`src/rtl/mem_arbiter.sv`:
```
// rtl/mem_arbiter.sv - two-port round-robin arbiter and access sequencer for the shared memory port
module mem_arbiter #(
   parameter int MEM_LATENCY = 1
) (
   input  logic        clk,
   input  logic        rst,
   input  logic        i_req,
   input  logic [31:0] i_addr,
   output logic        i_gnt,
   output logic        i_rvalid,
   output logic        i_err,
   output logic [31:0] i_rdata,
   input  logic        d_req,
   input  logic        d_we,
   input  logic [31:0] d_addr,
   input  logic [31:0] d_wdata,
   output logic        d_gnt,
   output logic        d_rvalid,
   output logic        d_err,
   output logic [31:0] d_rdata,
   output logic        mem_we,
   output logic [31:0] mem_addr,
   output logic [31:0] mem_wdata,
   input  logic [31:0] mem_rdata,
   output logic        busy
);

   typedef enum logic [1:0] {IDLE, ACCESS, RESP} state_t;

   localparam logic [2:0] LAT = MEM_LATENCY[2:0];

   state_t      state;
   logic        last_i;     // 1 when the most recent grant went to the fetch port
   logic        owner_i;    // owner of the access in flight
   logic        acc_we;
   logic        acc_err;
   logic [2:0]  cnt;

   logic        can_grant;
   logic        grant;
   logic        new_we;
   logic        new_err;
   logic [31:0] new_addr;
   logic [31:0] new_wdata;
   logic [31:0] rd_cap;

   // reserved space (below ROM, above RAM) and ROM writes are refused
   function automatic logic addr_err(input logic [31:0] a, input logic we);
      logic [15:0] hi;
      hi = a[31:16];
      return (hi == 16'h0000) || (hi >= 16'hFF10) || (we && (hi <= 16'h000F));
   endfunction

   // round-robin grant: only between accesses, tie goes to whoever did not win last
   always_comb begin
      can_grant = rst && (state != ACCESS);
      i_gnt     = can_grant && i_req && (!d_req || !last_i);
      d_gnt     = can_grant && d_req && !i_gnt;
   end

   // fields of the request being granted and the value captured at the end of an access
   always_comb begin
      grant     = i_gnt || d_gnt;
      new_addr  = i_gnt ? i_addr : d_addr;
      new_we    = d_gnt && d_we;
      // the fetch port has no write data, so a fetch grant latches zero
      new_wdata = i_gnt ? 32'h0 : d_wdata;
      new_err   = addr_err(new_addr, new_we);
      rd_cap    = (acc_we || acc_err) ? 32'h0 : mem_rdata;
   end

   assign busy = (state == ACCESS);

   // sequencer: latch on grant, hold for the memory latency, then one response cycle
   always_ff @(posedge clk or negedge rst) begin
      if (!rst) begin
         state     <= IDLE;
         last_i    <= 1'b0;
         owner_i   <= 1'b0;
         acc_we    <= 1'b0;
         acc_err   <= 1'b0;
         cnt       <= 3'd0;
         mem_we    <= 1'b0;
         mem_addr  <= 32'h0;
         mem_wdata <= 32'h0;
         i_rdata   <= 32'h0;
         d_rdata   <= 32'h0;
         i_rvalid  <= 1'b0;
         d_rvalid  <= 1'b0;
         i_err     <= 1'b0;
         d_err     <= 1'b0;
      end else begin
         mem_we   <= 1'b0;
         i_rvalid <= 1'b0;
         d_rvalid <= 1'b0;
         i_err    <= 1'b0;
         d_err    <= 1'b0;
         case (state)
            IDLE, RESP: begin
               if (grant) begin
                  state     <= ACCESS;
                  owner_i   <= i_gnt;
                  last_i    <= i_gnt;
                  acc_we    <= new_we;
                  acc_err   <= new_err;
                  mem_addr  <= new_addr;
                  mem_wdata <= new_wdata;
                  mem_we    <= new_we && !new_err;
                  cnt       <= 3'd1;
               end else begin
                  state <= IDLE;
               end
            end
            ACCESS: begin
               cnt <= cnt + 3'd1;
               if (cnt == LAT) begin
                  state <= RESP;
                  if (owner_i) begin
                     i_rvalid <= 1'b1;
                     i_err    <= acc_err;
                     i_rdata  <= rd_cap;
                  end else begin
                     d_rvalid <= 1'b1;
                     d_err    <= acc_err;
                     d_rdata  <= rd_cap;
                  end
               end
            end
            default: state <= IDLE;
         endcase
      end
   end

endmodule

```
`config.mk`:
```
export PLATFORM = sky130hd
export DESIGN_NAME = mem_arbiter
export DESIGN_NICKNAME = d
export VERILOG_FILES = /design/src/rtl/mem_arbiter.sv
export SDC_FILE = /design/constraint.sdc
export NUM_CORES = 1
export LEC_CHECK = 0
export CORE_MARGIN = 3
export CORE_UTILIZATION = 33
export DETAILED_ROUTE_END_ITERATION = 10
export PLACE_DENSITY = 0.67
export SKIP_LAST_GASP = 1
export SLEW_MARGIN = 40
export SYNTH_ARGS = -nofsm -noshare
export SYNTH_HDL_FRONTEND = slang
export SYNTH_SLANG_ARGS = --single-unit
```
`constraint.sdc`:
```
create_clock -name clk -period 1.7 [get_ports clk]
set_input_delay 0.17 -clock clk [delete_from_list [all_inputs] [get_ports clk]]
set_output_delay 0.17 -clock clk [all_outputs]
set_load 0.05 [all_outputs]
```
==> out/qor.tcl <==
set qor(globalRouteTotalUtil_pct) 17.8
set qor(power-per-cell-area_mw_per_mm2) 2170
set qor(detailedRoute.firstPassIterationCount) 4
set qor(min_period_over_period_pct) 97.5
set qor(setup-violations-final) 0
set qor(netlist_area_mm2) 0.00562
set qor(rsz0062_at_grt) {true}
set qor(post-dp-hpwl_um) 11800
set qor(grt_first_pass_wirelength_um) 25800
set qor(route.vias.total) 5103
set qor(route.detailed.wl_per_inst_um) 15.4
set qor(holdCritPathClass) {input pin to async pin}
set qor(totalPowerFinal_mw) 20.0
set qor(syn_area_per_cell_um2) 10.0
set qor(routed_wl_um) 16700
set qor(finalWorstPathRequiredPeriod_ps) 1660
set qor(ys.warnings.count) 0
set qor(clk_pin_slew_worst_paths_ps) 60
set qor(number_of_placement_rows) 47
set qor(htree_num_levels) 4
set qor(start_kind) {input pin}
set qor(timing.final.ws_setup_ps) 42.7
set qor(worst-path-max-fanout) 10
set qor(ant_nets) 0
set qor(placeableCoreArea_mm2) 0.0166
set qor(fin_nets) 989
set qor(design.die.area_mm2) 0.0186
set qor(cts_inserted_buffers) 17
set qor(placedCellCount) 1046
set qor(route.detailed.drc) 0
set qor(tritoncts_clock_tree) {built}
set qor(synth_seq_area_share_pct) 62.8
set qor(synth_top_cells_by_area) {sky130_fd_sc_hd__dfrtp_1 63%, sky130_fd_sc_hd__nand2_1 11%, sky130_fd_sc_hd__o21ai_0 5.8%, sky130_fd_sc_hd__a22o_1 5.0%, sky130_fd_sc_hd__a31oi_1 3.7%}
set qor(hold_viol_final) 0
set qor(final_core_utilization_pct) 55.5
set qor(globalRouteOverflowTotal) 0
set qor(initial_core_utilization_pct) 33.8
set qor(status) {completed}
set qor(relSlewSlack_pct) 52.1
set qor(tightestPinTransition_ps) 719
set qor(synth_nets) 697
set qor(die_h_um) 136
set qor(first_global_vias) 4967
set qor(antenna_found_initial) 0
set qor(n_diodes) 0
set qor(postSynthRegisterBits) 141
set qor(slew_violations) 0
set qor(timing.setup.critical_path_class) {input pin to output port}
set qor(ctsRootBufferMaster) {sky130_fd_sc_hd__clkbuf_16}
set qor(final_layout_size_suffix_gt1_share_pct) 17.4
set qor(final_cells) 1086
set qor(critPathArrivalTime_ps) 1490
set qor(grt_max_degree) 136
set qor(synth_cell_type_count) 31
set qor(worstSetupEndpointType) {output port}
set qor(max-cap-violations) 0
set qor(cts_num_sinks) 141
set qor(port_buffers) 268
set qor(standby_leakage_power_nw) 4.41
set qor(die_x_um) 136
set qor(drt-initial-drc-count) 160
set qor(post_drt_via_cell_ratio) 4.70
set qor(place_congestion) 0.815
set qor(finClkSkew_ps) 8.63
set qor(area.growth.synth_to_final_pct) 64.3
set qor(max_clock_freq_mhz) 603
set qor(synthesis.instances) 562
set qor(worst-endpoint-required_ps) 1530
set qor(boundaryPins) 269
set qor(synth_top_area_share_pct) 62.8
set qor(cts.path.max_buffers) 2
set qor(irDropWorstVdd_mv) 0.952
set qor(insertion_delay_ps) 410
set qor(yosys.area.top_type) {sky130_fd_sc_hd__dfrtp_1}
set qor(dpl_worst_slack_ps) -75.1
[per-stage QoR]
stage                     setup TNS, ps  cell area, µm²  hold slack (ps)
after detailed placement          -76.1            8650            -15.7
final                                 0            9230              158
after floorplan                       0            5620             -126
after CTS                         -65.3            9190              141
after global placement             -114            8650            -14.7
after global routing              -36.8            9230              159
[layer usage]
metal	global-route usage, %	share of wire (%)	up-vias
met3	7.14	9.3	26
li1	-	-	2514
met1	21.9	43	2342
met2	28.1	46	221
met4	6.61	2.2	0
met5	0	0	-
[cell usage after synthesis, drive strengths merged]
| library cell | count |
|---|---|
| nor2b | 3 |
| o21ai | 68 |
| a31oi | 33 |
| mux2i | 4 |
| ha | 2 |
| o21a | 1 |
| nor2 | 38 |
| mux2 | 1 |
| nand3 | 1 |
| a211oi | 1 |
| a21oi | 2 |
| o2111a | 1 |
| inv | 7 |
| a22o | 32 |
| nand2b | 2 |
| nor3 | 2 |
| nand4 | 5 |
| nand2 | 168 |
| and3 | 1 |
| nor4 | 8 |
| and2 | 1 |
| xor2 | 1 |
| clkbuf | 15 |
| buf | 23 |
| o31a | 1 |
| dfrtp | 141 |
[sequential cells by signal (all words and copies together) (netlist names)]
name,count
acc_err,1
acc_we,1
cnt,3
d_err,1
d_rdata,32
d_rvalid,1
i_err,1
i_rdata,32
i_rvalid,1
mem_addr,32
mem_wdata,32
mem_we,1
owner_i,1
state,2
[repair_timing]
action,CTS,global route
cloned,1,0
hold buffers,1,0
pin swaps,0,2
endpoints found under the setup margin,71,15
endpoints found under the hold margin,50,0
gates resized for setup,73,4
setup buffers,2,5
[report_power, final]
part           internal, mW  switching, mW  leakage (nW)
Clock                  2.06           1.47         0.274
Sequential             4.84          0.770          1.75
Combinational          3.26           7.58          2.39
Total                  10.2           9.82          4.41
[final timing paths]
path	from	end	slack (ps)	cells past startpoint
max reg2reg	state[0]$_DFFE_PN0P_	acc_err$_DFFE_PN0P_	90	7
max	rst	i_gnt	40	7
max in group asynchronous	rst	mem_wdata[18]$_DFFE_PN0P_	630	3
min in group clk	i_addr[5]	mem_addr[5]$_DFFE_PN0P_	310	3
min reg2reg	d_rdata[10]$_DFFE_PN0P_	d_rdata[10]$_DFFE_PN0P_	470	2
min	rst	state[0]$_DFFE_PN0P_	160	2
[final cells by class]
| type | instances | area (µm²) |
|---|---|---|
| clock inverter | 12 | 114 |
| fill | 1514 | 7410 |
| tap | 220 | 275 |
| timing repair buffer | 311 | 2940 |
| inverter | 7 | 28.8 |
| sequential | 141 | 3530 |
| clock buffer | 19 | 443 |
| multi-input combinational | 376 | 1910 |
[logic make-up (layout without fill, tap and decap cells)]
group | after synthesis | after routing | synth area share, %
flops | 141 | 141 | 62.8
xor+xnor | 1 | 1 | 0.156
simple gates | 229 | 229 | 16.3
mux | 5 | 5 | 1.05
compound gates | 139 | 139 | 15.6
buf+inv | 45 | 349 | 3.63
fa+ha+maj | 2 | 2 | 0.445
[cell usage in the layout, fill, tap and decap left out, drive strengths merged, types with 2 or more instances in the layout]
cell	synthesis	layout
ha	2	2
nor3	2	2
a21oi	2	2
nor2b	3	3
clkbuf	15	19
nand2b	2	2
inv	7	10
a22o	32	32
o21ai	68	68
clkinv	0	7
nand4	5	5
nor2	38	38
a31oi	33	33
dlygate4sd2	0	70
dfrtp	141	141
nor4	8	8
clkdlybuf4s50	0	131
buf	23	108
mux2i	4	4
nand2	168	168
[worst max-delay path: stages]
cell,delay (ps)
sky130_fd_sc_hd__dlygate4sd3_1,570
sky130_fd_sc_hd__buf_6,170
sky130_fd_sc_hd__nand4_1,110
sky130_fd_sc_hd__buf_6,160
sky130_fd_sc_hd__inv_4,70
sky130_fd_sc_hd__buf_12,100
sky130_fd_sc_hd__buf_12,120
(Power assumes the default switching activity.)
